$ cat src/rtl/seq_muldiv_unit.sv
// Multi-cycle signed MUL/MUH/DIV/MOD unit: shift-add multiply and restoring divide,
// one bit per cycle over operand magnitudes, sign fixed up when the result loads.
package seq_muldiv_pkg;
    localparam int DataWidth = 16;

    typedef enum logic [2:0] {
        OP_ADD = 3'd0,
        OP_SUB = 3'd1,
        OP_AND = 3'd2,
        OP_OR  = 3'd3,
        OP_MUL = 3'd4,
        OP_MUH = 3'd5,
        OP_DIV = 3'd6,
        OP_MOD = 3'd7
    } eOperation;

    typedef struct packed {
        logic Carry;
        logic NoCarry;
        logic Zero;
        logic NotZero;
        logic Negative;
        logic Parity;
        logic Overflow;
        logic Always;
    } sFlags;
endpackage

// Handshake: Start is sampled only while not Busy (IDLE or DONE); Done pulses for one
// cycle when OutDest/OutFlags/DivByZero update, and Busy is never high together with Done.
module seq_muldiv_unit
    import seq_muldiv_pkg::*;
#(
    parameter int Width = DataWidth
) (
    input  logic                    Clock,
    input  logic                    nReset,
    input  logic                    Start,
    input  eOperation               Operation,
    input  logic signed [Width-1:0] InDest,
    input  logic signed [Width-1:0] InSrc,
    input  sFlags                   InFlags,
    output logic                    Busy,
    output logic                    Done,
    output logic                    DivByZero,
    output logic signed [Width-1:0] OutDest,
    output sFlags                   OutFlags,
    output logic [1:0]              DebugState
);

    localparam int CW = $clog2(Width + 1);

    typedef enum logic [1:0] {
        S_IDLE = 2'd0,
        S_RUN  = 2'd1,
        S_DONE = 2'd2
    } state_t;

    state_t              state_q, state_d;
    eOperation           op_q, op_d;
    sFlags               flags_q, flags_d;
    logic [Width-1:0]    mag_q, mag_d;
    logic [2*Width-1:0]  acc_q, acc_d;
    logic                neg_q, neg_d;
    logic                ovf_q, ovf_d;
    logic [CW-1:0]       cnt_q, cnt_d;
    logic                busy_q, busy_d;
    logic                done_q, done_d;
    logic                dbz_q, dbz_d;
    logic [Width-1:0]    out_dest_q, out_dest_d;
    sFlags               out_flags_q, out_flags_d;

    logic [Width-1:0]    a_mag, b_mag;
    logic                is_mul, is_div;
    logic [Width:0]      add_sum;
    logic [Width:0]      rem_sh;
    logic [Width:0]      diff;
    logic [2*Width-1:0]  prod;
    logic [Width-1:0]    result;
    logic [Width-1:0]    imm_result;

    function automatic sFlags make_flags(input sFlags f, input logic [Width-1:0] r,
                                         input logic ovf);
        sFlags o;
        o          = f;
        o.Zero     = (r == '0);
        o.NotZero  = (r != '0);
        o.Negative = r[Width-1];
        o.Parity   = ~^r;
        o.Overflow = ovf;
        o.Always   = 1'b1;
        return o;
    endfunction

    always_comb begin
        state_d     = state_q;
        op_d        = op_q;
        flags_d     = flags_q;
        mag_d       = mag_q;
        acc_d       = acc_q;
        neg_d       = neg_q;
        ovf_d       = ovf_q;
        cnt_d       = cnt_q;
        busy_d      = busy_q;
        done_d      = 1'b0;
        dbz_d       = dbz_q;
        out_dest_d  = out_dest_q;
        out_flags_d = out_flags_q;

        a_mag  = InDest[Width-1] ? ('0 - $unsigned(InDest)) : $unsigned(InDest);
        b_mag  = InSrc[Width-1]  ? ('0 - $unsigned(InSrc))  : $unsigned(InSrc);
        is_mul = (Operation == OP_MUL) || (Operation == OP_MUH);
        is_div = (Operation == OP_DIV) || (Operation == OP_MOD);
        imm_result = (Operation == OP_DIV) ? '1 : $unsigned(InDest);

        add_sum = acc_q[0] ? ({1'b0, acc_q[2*Width-1:Width]} + {1'b0, mag_q})
                           : {1'b0, acc_q[2*Width-1:Width]};
        rem_sh  = acc_q[2*Width-1:Width-1];
        diff    = rem_sh - {1'b0, mag_q};
        prod    = neg_q ? ('0 - acc_q) : acc_q;

        case (op_q)
            OP_MUL:  result = prod[Width-1:0];
            OP_MUH:  result = prod[2*Width-1:Width];
            OP_DIV:  result = neg_q ? ('0 - acc_q[Width-1:0]) : acc_q[Width-1:0];
            default: result = neg_q ? ('0 - acc_q[2*Width-1:Width]) : acc_q[2*Width-1:Width];
        endcase

        case (state_q)
            S_IDLE, S_DONE: begin
                if (Start) begin
                    op_d    = Operation;
                    flags_d = InFlags;
                    cnt_d   = '0;
                    if (is_mul) begin
                        mag_d   = a_mag;
                        acc_d   = {{Width{1'b0}}, b_mag};
                        neg_d   = InDest[Width-1] ^ InSrc[Width-1];
                        ovf_d   = 1'b0;
                        busy_d  = 1'b1;
                        state_d = S_RUN;
                    end else if (is_div && (InSrc != '0)) begin
                        mag_d   = b_mag;
                        acc_d   = {{Width{1'b0}}, a_mag};
                        neg_d   = (Operation == OP_DIV) ? (InDest[Width-1] ^ InSrc[Width-1])
                                                        : InDest[Width-1];
                        // Only -2^(W-1) / -1 overflows; its quotient magnitude already wraps correctly.
                        ovf_d   = (Operation == OP_DIV) && (InSrc == '1) &&
                                  (InDest == {1'b1, {(Width-1){1'b0}}});
                        busy_d  = 1'b1;
                        state_d = S_RUN;
                    end else begin
                        dbz_d       = is_div;
                        out_dest_d  = is_div ? imm_result : '0;
                        out_flags_d = is_div ? make_flags(InFlags, imm_result, InFlags.Overflow)
                                             : InFlags;
                        done_d      = 1'b1;
                        state_d     = S_DONE;
                    end
                end else if (state_q == S_DONE) begin
                    state_d = S_IDLE;
                end
            end
            S_RUN: begin
                if (cnt_q == CW'(Width)) begin
                    out_dest_d  = result;
                    out_flags_d = make_flags(flags_q, result, ovf_q | flags_q.Overflow);
                    dbz_d       = 1'b0;
                    done_d      = 1'b1;
                    busy_d      = 1'b0;
                    state_d     = S_DONE;
                end else begin
                    cnt_d = cnt_q + CW'(1);
                    if ((op_q == OP_MUL) || (op_q == OP_MUH)) begin
                        acc_d = {add_sum, acc_q[Width-1:1]};
                    end else if (!diff[Width]) begin
                        acc_d = {diff[Width-1:0], acc_q[Width-2:0], 1'b1};
                    end else begin
                        acc_d = {rem_sh[Width-1:0], acc_q[Width-2:0], 1'b0};
                    end
                end
            end
            default: state_d = S_IDLE;
        endcase
    end

    always_ff @(posedge Clock or negedge nReset) begin
        if (!nReset) begin
            state_q     <= S_IDLE;
            op_q        <= OP_ADD;
            flags_q     <= '0;
            mag_q       <= '0;
            acc_q       <= '0;
            neg_q       <= 1'b0;
            ovf_q       <= 1'b0;
            cnt_q       <= '0;
            busy_q      <= 1'b0;
            done_q      <= 1'b0;
            dbz_q       <= 1'b0;
            out_dest_q  <= '0;
            out_flags_q <= '0;
        end else begin
            state_q     <= state_d;
            op_q        <= op_d;
            flags_q     <= flags_d;
            mag_q       <= mag_d;
            acc_q       <= acc_d;
            neg_q       <= neg_d;
            ovf_q       <= ovf_d;
            cnt_q       <= cnt_d;
            busy_q      <= busy_d;
            done_q      <= done_d;
            dbz_q       <= dbz_d;
            out_dest_q  <= out_dest_d;
            out_flags_q <= out_flags_d;
        end
    end

    assign Busy       = busy_q;
    assign Done       = done_q;
    assign DivByZero  = dbz_q;
    assign OutDest    = out_dest_q;
    assign OutFlags   = out_flags_q;
    assign DebugState = state_q;

endmodule
$ cat config.mk
export PLATFORM = sky130hd
export DESIGN_NAME = seq_muldiv_unit
export DESIGN_NICKNAME = d
export VERILOG_FILES = /design/src/rtl/seq_muldiv_unit.sv
export SDC_FILE = /design/constraint.sdc
export NUM_CORES = 1
export LEC_CHECK = 0
export ABC_AREA = 1
export CORE_ASPECT_RATIO = 1.1
export CORE_MARGIN = 2
export CORE_UTILIZATION = 55
export CTS_CLUSTER_DIAMETER = 200
export DETAILED_ROUTE_END_ITERATION = 8
export PLACE_DENSITY = 0.72
export SLEW_MARGIN = 40
export SYNTH_ARGS = -nofsm -noshare
export SYNTH_HDL_FRONTEND = slang
export SYNTH_SLANG_ARGS = --single-unit
$ cat constraint.sdc
create_clock -name Clock -period 3.7 [get_ports Clock]
set_input_delay 0.925 -clock Clock [delete_from_list [all_inputs] [get_ports Clock]]
set_output_delay 0.925 -clock Clock [all_outputs]
set_load 0.005 [all_outputs]
# ---- Word level (Yosys, flattened, before mapping)
# Cells that the tools add are included.
# W data, S select, Z words.
dict set report word_totals {
  ff_bits 90
  word_cells 132
  out_inout_bits 29
}
dict set report classes {
  bitwise 2
  addsub 8
  n_mux 57
  n_reduce_logical 24
  eq_ne 19
}
# op count
set op_table {}
lappend op_table {{$mux W32} 7}
lappend op_table {{$mux W16} 12}
lappend op_table {{$pmux W32 S2} 1}
lappend op_table {{$sub A1 B16 Y16 const A} 4}
lappend op_table {{$pmux W16 S3} 1}
lappend op_table {{$reduce_bool A16 Y1} 3}
lappend op_table {{$eq A16 B16 Y1 const B} 2}
lappend op_table {{$logic_not A16 Y1} 2}
lappend op_table {{$mux W8} 4}
lappend op_table {{$pmux W16 S2} 1}
lappend op_table {{$reduce_xnor A16 Y1} 2}
lappend op_table {{$sub A1 B32 Y32 const A} 1}
lappend op_table {{$eq A3 B3 Y1 const B} 7}
lappend op_table {{$add A16 B16 Y17} 1}
lappend op_table {{$mux W17} 1}
lappend op_table {{$sub A17 B16 Y17} 1}
lappend op_table {{$mux W1} 16}
lappend op_table {{$pmux W8 S2} 1}
lappend op_table {{$mux W2} 5}
lappend op_table {{$mux W5} 2}
lappend op_table {{$ne A2 B2 Y1 const B} 5}
lappend op_table {{$pmux W5 S2} 1}
lappend op_table {{$reduce_and A4 Y1} 2}
lappend op_table {{$mux W6} 1}
lappend op_table {{other kinds (17)} 27}

# ---- Depth between registers and ports, before layout
dict set report logic_depth {
  ltp_word 8
  ltp_mapped 22
  ltp_nobuf 21
}

# ---- Least setup slack after synthesis
# Ideal clock, no wire load.
dict set report synth_timing {
  kind {register to register}
  from {reg acc_q[0]}
  to {reg out_flags_q (netlist bit OutFlags[2])}
  setup_slack_ns 0.829
  setup_time_ns 0.116
  arrival_time_ns 2.755
  stages_incl_launch_ff 21
  period_less_slack_ns 2.871
  path_cell_list {dfrtp_1 > clkinv_1 > clkbuf_1 > ha_1 > nand3_1 > nand2_1 > nand3_1 > nor2_2 > nand2_1 > nand2_1 > nand3_1 > nand3_1 > inv_1 > ha_1 > xor2_1 > xnor2_1 > nand2_1 > nand2_1 > o211ai_1 > nand2_1 > nand2_1}
}
dict set report synth_between {
  elab_chain_len 6
}
# element line
set synth_lines {}
lappend synth_lines {{start, declared} 63} ;# logic [2*Width-1:0] acc_q, acc_d;
lappend synth_lines {{start signal, assigned} 193} ;# acc_q <= '0;
lappend synth_lines {{start signal, assigned} 207} ;# acc_q <= acc_d;
lappend synth_lines {{$sub A1 B32 Y32 or $sub A1 B16 Y16 (tied branches)} {120, 125}}
lappend synth_lines {{$mux W32 or $mux W16 (tied branches)} {120, 125}}
lappend synth_lines {{$pmux W16 S3 (*)} 122} ;# case (op_q)
lappend synth_lines {{$reduce_xnor A16 Y1 (*)} 89} ;# o.Parity = ~^r;
lappend synth_lines {{$mux W8 (*)} 165} ;# if (cnt_q == CW'(Width)) begin
lappend synth_lines {{$pmux W8 S2 (*)} 129} ;# case (state_q)
lappend synth_lines {{end signal, assigned} 215} ;# out_flags_q <= out_flags_d;
lappend synth_lines {{end, declared} 71} ;# sFlags out_flags_q, out_flags_d;
# Mark *: on every way between the ends. The rest lies on a longest branch, timed or not. The select of a mux whose other input is x is not followed.
# A chain may end at the register's enable or synchronous reset.

# ---- Worst setup path in the final report
dict set report layout_timing {
  from {reg acc_q[15]}
  to {reg acc_q[27]}
}
dict set report layout_between {
  elab_chain_len 5
}
# element line
set layout_lines {}
lappend layout_lines {{$sub A17 B16 Y17} 119} ;# diff = rem_sh - {1'b0, mag_q};
lappend layout_lines {{$mux W32} 176} ;# end else if (!diff[Width]) begin
lappend layout_lines {{$mux W32} 174} ;# if ((op_q == OP_MUL) || (op_q == OP_MUH)) begin
lappend layout_lines {{$mux W32} 165}
lappend layout_lines {{$pmux W32 S2} 129}
# No other way between the ends. The select of a mux whose other input is x is not followed.

==> metrics <==
Antenna Cells=0; final WL=about 33000 um; Max clock buf depth=2; Area contributors post-synth=dfrtp_1 (23%), nand2_1 (19%), nand3_1 (9.2%); grt met1 use=0.454; TNS Setup=0 ns; Std-Cell Rows=50; DPL Wire Length=roughly 26000 um; hold slack=about 0.5 ns; Setup CP Type=register to register; synth-to-layout area growth=13.2%; GRT Util Overall=0.365; PwrDens=around 1100 nW/um^2; top cell type's share of synthesized area=0.234; CTS tree=yes; Main synth FF type=dfrtp_1; Ys Warns=0; CTS Hold Bufs=0; Mapped Cells=roughly 1600; vias=roughly 11000; WHS Endpoint=OutDest[0]$_DFFE_PN0P_; Crit path required time=roughly 4 ns; vias in the first global route=between 10000 and 15000; Final ANT Viol Nets=0; global-route wire length before repair=~52000 um; setup repair bufs after CTS=0; Net Sw Power=0.00668 W; Least-Margin Pin Slew=0.876 ns; # setup viols final=0; worst-path maximum fanout=19; RSZ-0062 raised after global routing=no; ys async rst share=1.00; post-route cell area=roughly 11000 sq um; Switching Share=0.569; htree depth=3; Mapped Area=9610 sq um; Critical-path top delay cell=dfrtp_1; post-cts resize count=0; worst r2r dst=acc_q[27]$_DFFE_PN0P_; worst reg2reg path depth=16; Int Power=just over 0.005 W; Starting Density=0.563; fmax=0.303 GHz; largest net degree at the start of global routing=76; placed cell area=between 10000 and 15000 sq um; height of the chip=143 um; VDD IR max=0.000608 V; final worst slack=0.404 ns; max-cap viol count=0; full die area=roughly 19000 sq um; Via density=approximately 5.6; sequential share of power=0.170; post-synth net total=approximately 1700; cell mode on critical path=nand2_1; clock root cell=clkbuf_16; Tcrit/Tclk final=0.891; input/output buffers=74; leakage=around 5.6 nW; GR peak layer=met2; Seq/Total Area, Yosys=0.234; HP Start=OutDest[0]$_DFFE_PN0P_; Critical Path AT=roughly 3.5 ns; CP startpoint kind=register; clk sinks=90; Worst slew margin=0.414; Num CTS Buffers=9; final net count=1772; Synth cell types=45; Iter 0 DRT Violations=roughly 1100; Hold WC Path Type=register to register; # DRC=0; initial antenna violation count=0; Worst R2R Start=acc_q[15]$_DFFE_PN0P_; Avg Synthesized Cell Area=5.96 sq um; total core area=about 17000 sq um; Hold Crit Depth=2; met2 Use GR=0.610; Clock transition at path regs=around 0.07 ns; dpl ws=approximately 0.34 ns; share of layout cells above drive strength 1=0.0460; fillers=1718; Setup crit end kind=register; wire per inst=17.2 um; first-pass iteration count of the detailed router=5; GPL Wtd Cong=0.987; GR met3 Demand/Resource=0.0648; GR Overflow Total=0; Logic pwr share=0.751; Clock power frac=0.079; Die Wd=130 um; worst-skew pair later-pin latency=about 0.36 ns; Worst path max stage delay=0.44 ns; reg2reg setup slack=between 0.4 and 0.5 ns; Ports=between 70 and 80; status=finished clean; FF+latch count, synth=90; area leader, netlist=dfrtp_1; Post-synth EDFFs=0; worst-path cell chain=inv_1 > ha_1 > inv_1 > fa_1 > nand3_1 > nand2_1 > nand2_1 > nand2_2 > nand2_2 > nand2_2 > nand2_4 > nand2_4 > nand3_1 > nand3_1 > nand2_1 > nand2_1; Period minus WS final=between 3 and 4 ns; Final Hold Violating Endpoints=0; Total Power=about 0.012 W; skew final=~0.012 ns; Slew Limit Fails=0
==> kinds of logic after synthesis <==
family	Yosys count	synth area share
buffers and inverters	259	0.108
adders and majority gates	57	0.0758
xor gates and xnor gates	46	0.0419
AOI/OAI and AO/OA	254	0.141
DFF	90	0.234
and+or+nand+nor	905	0.398
==> state kept, by name, summed over array words and instances (netlist names) <==
name / flops
DivByZero: 1
Busy: 1
neg_q: 1
acc_q: 32
ovf_q: 1
flags_q: 3
DebugState: 2
op_q: 3
mag_q: 16
OutFlags: 8
Done: 1
cnt_q: 5
OutDest: 16
==> power groups by stage <==
stage	clock [W]	sequential (W)	combinational, W
global route	0.000983	0.00204	0.00987
floorplan	0	0.00183	0.00623
global placement	0	0.00198	0.00849
finish	0.000926	0.00200	0.00882
CTS	0.000931	0.00198	0.00864
detailed placement	0	0.00198	0.00858
==> worst max-delay path, delay by kind of cell, from the launching register on <==
| family | cells | cell delay, ns |
|---|---|---|
| flops | 1 | 0.44 |
| buf+inv | 2 | 0.26 |
| fa+ha+maj | 2 | 0.67 |
| simple gates | 12 | 1.78 |
==> routing by layer <==
layer,vias up,wire length [um]
met5,-,0
met4,0,1610
met3,90,2190
met2,397,15400
met1,4898,13600
li1,5303,-
==> worst max-delay path by stage <==
stage	startpoint	endpoint	slack (ns)	cells past startpoint
2_1_floorplan	acc_q[0]$_DFFE_PN0P_	OutFlags[2]$_DFFE_PN0P_	0.83	20
3_3_place_gp	Operation[1]	OutFlags[2]$_DFFE_PN0P_	0.40	15
3_5_place_dp	Operation[1]	OutFlags[2]$_DFFE_PN0P_	0.34	14
4_1_cts	acc_q[4]$_DFFE_PN0P_	OutFlags[2]$_DFFE_PN0P_	0.67	17
5_1_grt	acc_q[15]$_DFFE_PN0P_	acc_q[27]$_DFFE_PN0P_	0.28	16
6_report	acc_q[15]$_DFFE_PN0P_	acc_q[27]$_DFFE_PN0P_	0.40	16
==> layout make-up <==
cell class | instances | area (sq um) | share of cell area
tap | 234 | 293 | 0.0269
inverter | 203 | 763 | 0.0702
sequential | 90 | 2250 | 0.207
clock inverter | 7 | 67.6 | 0.00621
clock buffer | 9 | 225 | 0.0207
multi-input combinational | 1262 | 6310 | 0.581
timing repair buffer | 103 | 960 | 0.0883
==> synth_stat cells, types with 4 or more instances <==
library cell and count:
nand4_1 17, o211ai_1 11, xor2_1 28, xnor2_1 18
nor2_1 181, buf_2 13, o22ai_1 5, nand3b_1 9
nor3_1 10, buf_6 6, or2_2 5, nand2_2 5
clkbuf_1 32, nor2_2 5, o21ai_1 7, o21ai_0 113
a21oi_1 99, nand2_1 482, o21bai_1 4, dfrtp_1 90
nand2_4 4, and2_1 4, inv_1 199, ha_1 55
nand3_1 176
==> cells in the final DEF (no fill, tap or decap), drive strengths merged, types with 2 or more instances in the layout <==
cell type,count
a21o,2
a21oi,101
a31oi,3
and2,4
buf,30
clkbuf,9
clkdlybuf4s50,73
clkinv,4
dfrtp,90
fa,2
ha,55
inv,205
nand2,491
nand2b,2
nand3,178
nand3b,9
nand4,17
nor2,186
nor3,12
o211ai,11
o21ai,123
o21bai,4
o22ai,5
or2,5
xnor2,18
xor2,28
==> through the flow <==
stage | cells | utilization
after floorplan | 1611 | -
after global placement | 1892 | 0.619
after detailed placement | 1892 | 0.620
after CTS | 1908 | 0.637
after global routing | 1908 | 0.637
final | 1908 | 0.637
Note: power is estimated with default switching activity, not from simulation.
